File: src/rtl/binary_divider.sv
// binary_divider
// Sequential restoring divider: unsigned WIDTH-bit dividend / WIDTH-bit divisor,
// one quotient bit per clock. Companion to the shift-and-add multiplier and uses
// the same start/done handshake.
//
// Ports
//   clk          rising-edge clock
//   rst          asynchronous active-high reset
//   start        division request, only looked at while idle
//   dividend     numerator, captured on the accepting edge
//   divisor      denominator, captured on the accepting edge
//   busy         high while quotient bits are being developed
//   done         one-cycle pulse, results valid
//   quotient     registered quotient (all ones on divide by zero)
//   remainder    registered remainder (dividend on divide by zero)
//   div_by_zero  registered flag, last accepted operation had divisor 0

module binary_divider #(
   parameter int WIDTH = 4
) (
   input  logic             clk,
   input  logic             rst,
   input  logic             start,
   input  logic [WIDTH-1:0] dividend,
   input  logic [WIDTH-1:0] divisor,
   output logic             busy,
   output logic             done,
   output logic [WIDTH-1:0] quotient,
   output logic [WIDTH-1:0] remainder,
   output logic             div_by_zero
);

   localparam int CW = (WIDTH > 2) ? $clog2(WIDTH) : 1;
   localparam logic [CW-1:0] LAST = CW'(WIDTH - 1);

   typedef enum logic [1:0] {
      IDLE = 2'b00,
      CALC = 2'b01,
      DONE = 2'b10
   } state_t;

   state_t state;
   state_t state_next;

   // The partial remainder always stays below the divisor between steps, so
   // its top bit is never set; only WIDTH bits are kept in the register.
   logic [WIDTH-1:0] rem_reg;
   logic [WIDTH-1:0] quo_reg;
   logic [WIDTH-1:0] dvs_reg;
   logic [CW-1:0]    count;

   logic [WIDTH:0]   trial;
   logic [WIDTH:0]   diff;
   logic             fits;
   logic [WIDTH-1:0] rem_step;
   logic [WIDTH-1:0] quo_step;

   // One restoring step. Because rem_reg < divisor, trial is at most
   // 2*divisor-1: when trial >= divisor the difference is below divisor and
   // its MSB is clear, otherwise the subtraction wraps and the MSB is set.
   // The MSB of the difference is therefore the "does not fit" flag.
   always_comb begin
      trial    = {rem_reg, quo_reg[WIDTH-1]};
      diff     = trial - {1'b0, dvs_reg};
      fits     = ~diff[WIDTH];
      rem_step = fits ? diff[WIDTH-1:0] : trial[WIDTH-1:0];
      quo_step = {quo_reg[WIDTH-2:0], fits};
   end

   // State register.
   always_ff @(posedge clk or posedge rst) begin
      if (rst) begin
         state <= IDLE;
      end else begin
         state <= state_next;
      end
   end

   // Next-state and status outputs. Unused encodings fall back to IDLE.
   always_comb begin
      state_next = IDLE;
      busy       = 1'b0;
      done       = 1'b0;
      case (state)
         IDLE: begin
            if (start) begin
               state_next = (divisor == '0) ? DONE : CALC;
            end else begin
               state_next = IDLE;
            end
         end
         CALC: begin
            busy       = 1'b1;
            state_next = (count == LAST) ? DONE : CALC;
         end
         DONE: begin
            done       = 1'b1;
            state_next = IDLE;
         end
         default: begin
            state_next = IDLE;
         end
      endcase
   end

   // Datapath and result registers. Results only change on an accepted start
   // (divide by zero) or on the final step, so they hold between operations.
   always_ff @(posedge clk or posedge rst) begin
      if (rst) begin
         rem_reg     <= '0;
         quo_reg     <= '0;
         dvs_reg     <= '0;
         count       <= '0;
         quotient    <= '0;
         remainder   <= '0;
         div_by_zero <= 1'b0;
      end else begin
         case (state)
            IDLE: begin
               if (start) begin
                  if (divisor != '0) begin
                     rem_reg     <= '0;
                     quo_reg     <= dividend;
                     dvs_reg     <= divisor;
                     count       <= '0;
                     div_by_zero <= 1'b0;
                  end else begin
                     quotient    <= '1;
                     remainder   <= dividend;
                     div_by_zero <= 1'b1;
                  end
               end
            end
            CALC: begin
               rem_reg <= rem_step;
               quo_reg <= quo_step;
               count   <= count + 1'b1;
               if (count == LAST) begin
                  quotient  <= quo_step;
                  remainder <= rem_step;
               end
            end
            default: begin
            end
         endcase
      end
   end

endmodule

File: config.mk
export PLATFORM = sky130hd
export DESIGN_NAME = binary_divider
export DESIGN_NICKNAME = d
export VERILOG_FILES = /design/src/rtl/binary_divider.sv
export SDC_FILE = /design/constraint.sdc
export NUM_CORES = 1
export LEC_CHECK = 0
export BUFFER_PORTS_ARGS = -buffer_cell sky130_fd_sc_hd__buf_2
export CAP_MARGIN = 40
export CORE_UTILIZATION = 49
export DETAILED_ROUTE_END_ITERATION = 10
export GPL_ROUTABILITY_DRIVEN = 0
export MAX_ROUTING_LAYER = met4
export PLACE_DENSITY = 0.77
export SLEW_MARGIN = 40
export SYNTH_ARGS = -nofsm -noshare
export SYNTH_HDL_FRONTEND = slang
export SYNTH_SLANG_ARGS = --single-unit
File: constraint.sdc
create_clock -name clk -period 2.3 [get_ports clk]
set_clock_uncertainty 0.15 [all_clocks]
set_input_delay 0.345 -clock clk [delete_from_list [all_inputs] [get_ports clk]]
set_output_delay 0.345 -clock clk [all_outputs]
set_load 0.01 [all_outputs]
Yosys cells after proc, flatten, opt, wreduce, memory -nomap -nowiden:

Index checks and enable logic that the tools add are counted.

* input bits: 11
* output and inout port bits: 11
* flip-flop bits (word level): 25
* word-level logic and storage cells: 51

* equal/unequal tests: 7
* multiplexer cells: 25
* bitwise gates (word level): 1
* add/sub/neg operators: 2
* reductions and logical operators: 8

Operators with widths (count)
* $mux 4: 11
* $pmux 4 s2: 4
* $mux 2: 5
* $ne 2x2->1 const B: 4
* $pmux 2 s2: 2
* $reduce_and 3->1: 2
* $sub 5x4->5: 1
* $eq 2x2->1 const B: 2
* $logic_not 4->1: 1
* $reduce_and 4->1: 1
* $reduce_bool 4->1: 1
* $mux 1: 3
* $add 2x1->2 const B: 1
* $eq 2x1->1 const B: 1
* $logic_not 2->1: 1
* $reduce_and 2->1: 1
* $reduce_bool 2->1: 1
* $not 1->1: 1

Depth between registers and ports, before layout:

* depth after elaboration: 4
* mapped depth: 8
* depth with buffers taken out: 8

Worst setup path before layout:

No wires, ideal clock.

* kind: flip-flop to flip-flop
* start: reg quo_reg[3]
* end: reg remainder[3]
* arrival time: 1858 ps
* clock period less this slack: 2149 ps
* buffers on the path: 0
* slack: 151 ps
* cell stages (with the launch flop): 9
* library setup time: 141 ps
* data required time: 2009 ps
* cell sequence: dfrtp_1 > inv_1 > ha_1 > fa_1 > nand2b_1 > o2bb2ai_2 > xnor2_1 > nand2b_1 > a41oi_1

* cells in the longest elaborated chain, start to end: 4

RTL lines
* start, declared: line 48 `logic [WIDTH-1:0] quo_reg;`
* start signal, assigned: line 123 `quo_reg <= dividend;`
* start signal, assigned: line 136 `quo_reg <= quo_step;`
* $sub 5x4->5: line 64 `diff = trial - {1'b0, dvs_reg};`
* $mux 4: line 66 `rem_step = fits ? diff[WIDTH-1:0] : trial[WIDTH-1:0];`
* $mux 4: line 138 `if (count == LAST) begin`
* $pmux 4 s2: line 118 `case (state)`
* end signal, assigned: line 129 `remainder <= dividend;`
* end signal, assigned: line 140 `remainder <= rem_step;`
* end, declared: line 29 `output logic [WIDTH-1:0] remainder,`

No other way between the ends. The select of a mux whose other input is x is not followed.
A chain may end at the register's enable or synchronous reset.

Final worst setup path:

* start: reg quo_reg[3]
* end: reg quotient[0]

* cells in the longest elaborated chain, start to end: 4

RTL lines
* $sub 5x4->5: line 64
* $not 1->1: line 65 `fits = ~diff[WIDTH];`
* $mux 4: line 138
* $pmux 4 s2: line 118
* end signal, assigned: line 139 `quotient <= quo_step;`
* end, declared: line 28 `output logic [WIDTH-1:0] quotient,`

No other way between the ends. The select of a mux whose other input is x is not followed.

==> out/metrics.yaml <==
status:
  status: "finished clean"
yosys:
  synthesis.nets: 153
  synth_top_area_share: 0.4617
  ys.flop_type: "dfrtp_1"
  syn_avg_cell_area_sq_um: 9.964
  yosys-top-cells-area: "dfrtp_1 (46%), nand2_1 (5.5%), nor2_1 (4.7%)"
  synthCells: 136
  ys_seq_area_frac: 0.4617
  yosys_register_bits: 25
  ys_types: 36
  yosys.area.top_type: "dfrtp_1"
  async_reset_ff_frac: 1.000
  yosys_warnings: 0
  synth-edff-count: 0
  netlist_area_sq_um: 1355
worst_setup_path:
  arrival_ps: 2250
  r2r_slack_ps: 110
  endpoint_kind: "flop"
  startpoint_type: "flop"
  critPathMaxFanout: 5
  worstSetupPathType: "reg -> reg"
  r2r_cells: 8
  cp.required_ps: 2360
power_and_ir_drop:
  p_leak_nw: 0.7360
  p_int_mw: 1.425
  combPwrFrac: 0.604
  switching_share: 0.4452
  p_clk_frac: 0.074
  peakVddDrop_mv: 1.080
  seqPwrFrac: 0.322
  power_density_nw_per_um2: 1607
  switching_power_mw: 1.143
clock_tree:
  cts_sinks: 25
  clk_latency_ps: 310
  cts_buffer_depth: 2
  cts_htree_levels: 1
  cts_root_buffer: "clkbuf_4"
  cts_tree: "done"
  clkTransAtPathRegs_ps: 130
  numCtsBuffers: 3
timing:
  relSlewSlack: 0.6408
  fin_crit_ps: 2192
  setup_slack_ps: 107.7
  rsz0062_at_grt: "false"
  drv_slew: 0
  timing.final.setup_violations: 0
  fmax_mhz: 456.1
  finalHoldViolCount: 0
  timing.final.crit_share: 0.9532
  worst_pin_slew_ps: 536.8
global_route:
  antenna_found_initial: 0
  grt_max_degree: 26
  grt_first_pass_wirelength_microns: 4616
  grt_usage: 0.2300
  grt_pass1_vias: 985
  overflow: 0
route:
  vias: 1085
  drt_pass1_iterations: 4
  drt_iter0_drc: 19
  vias_per_cell: 5.564
  drtAntennaViolNets: 0
  wire_per_inst_microns: 14.73
  wl_microns: 2873
  drc_errors: 0
floorplanning:
  core_area_sq_um: 2545
  ios: 22
  rows: 18
  die_h_microns: 54.59
  die_w_microns: 54.59
  die_area_sq_um: 2980
  initial_core_util: 0.5324
final_layout:
  drive_above_1_share: 0.2970
  fillers: 218
  fin_util: 0.6278
  diodes: 0
  synthToLayoutAreaGrowth_pct: 17.91
  finalNetCount: 183
placement:
  dp_slack_ps: -26.68
  portBuffers: 21
  dp_hpwl_microns: 2111
job:
  maxCapViolCount: 0
hold_path:
  hold_path_depth: 3
  hold_path_class: "in -> reg"
==> layer usage <==
metal  GRT usage  up-vias  share of wire
met5           -        -              0
met1      0.3143      515           0.45
met2      0.3574       24           0.50
met4     0.08120        0          0.010
li1            -      544              -
met3     0.01944        2          0.040
==> cell usage in the layout (no fill, tap or decap), types with 2 or more instances in the layout <==
master	instances
dfrtp_1	25
buf_2	21
nand2_1	20
nor2_1	17
inv_1	8
nand3_1	7
buf_4	7
o211ai_1	5
ha_1	5
o22a_2	4
o21ai_0	3
nor2b_1	3
a31oi_1	3
clkbuf_4	3
mux2i_1	2
nand2b_1	2
a21oi_1	2
nand3b_1	2
a41oi_2	2
nor4_1	2
a22o_1	2
==> stage by stage <==
step | power [mW] | setup TNS [ps] | std cells | cell area, sq um | hold slack [ps]
2_1_floorplan | 1.823 | 0 | 136 | 1355 | 222.3
3_3_place_gp | 2.136 | 0 | 188 | 1498 | 251.7
3_5_place_dp | 2.181 | -26.68 | 188 | 1498 | 258.3
4_1_cts | 2.412 | 0 | 193 | 1548 | 83.14
5_1_grt | 2.781 | 0 | 195 | 1598 | 87.17
6_report | 2.568 | 0 | 195 | 1598 | 91.72
==> synth_stat cells, types with 3 or more instances <==
cell type   n
a31oi_1     3
nand2b_1    3
nor2_1     17
dfrtp_1    25
inv_1       8
o211ai_1    5
ha_1        5
o21ai_0     3
nor2b_1     3
nand2_1    20
o22a_2      4
nand3_1     7
==> repair_timing <==
action	in CTS	in global routing
hold buffers	1	0
endpoints found under the setup margin	2	7
cloned	0	1
setup buffers	0	1
resized for setup	2	3
hold endpoints to repair	25	0
pin swaps	0	1
==> power groups by stage <==
| stage | clock (mW) | sequential [mW] | combinational [mW] |
|---|---|---|---|
| finish | 0.191 | 0.826 | 1.55 |
| global route | 0.213 | 0.858 | 1.71 |
| CTS | 0.196 | 0.825 | 1.39 |
| detailed placement | 0 | 0.830 | 1.35 |
| global placement | 0 | 0.820 | 1.32 |
| floorplan | 0 | 0.817 | 1.01 |
==> final timing paths <==
kind,start,end
min,divisor[2],dvs_reg[2]
max,quo_reg[3],quotient[0]
max in group asynchronous,rst,dvs_reg[2]
max reg2reg,quo_reg[3],quotient[0]
min in group asynchronous,rst,quotient[1]
min reg2reg,count[0],count[0]
==> layout make-up <==
type / instances / area, sq um / share of cell area
repair buffers: 29 / 167.7 / 0.1049
flip-flops and latches: 25 / 625.6 / 0.3915
clock buffers: 3 / 22.52 / 0.01410
multi-input cells: 98 / 705.7 / 0.4417
well taps: 30 / 37.54 / 0.02349
inverters: 9 / 33.78 / 0.02114
clock inverters: 1 / 5.005 / 0.003132
==> critical path, cell delays in order, from the launching register on <==
cell,delay (ps)
dfrtp_1,360
inv_1,70
ha_1,220
fa_1,400
nand2b_4,180
o2bb2ai_4,150
xnor2_2,170
buf_4,160
o22a_2,220
==> cell families (layout without fill, tap and decap cells) <==
family,Yosys count,count (layout),synth area share
flip-flops,25,25,0.4617
XOR/XNOR,3,3,0.01939
adder cells (fa/ha/maj),6,6,0.06094
AO/OA/AOI/OAI,27,28,0.1801
AND/OR/NAND/NOR,59,59,0.2050
buffers and inverters,14,42,0.05816
multiplexers,2,2,0.01477
Note: power is estimated with default switching activity, not from simulation.
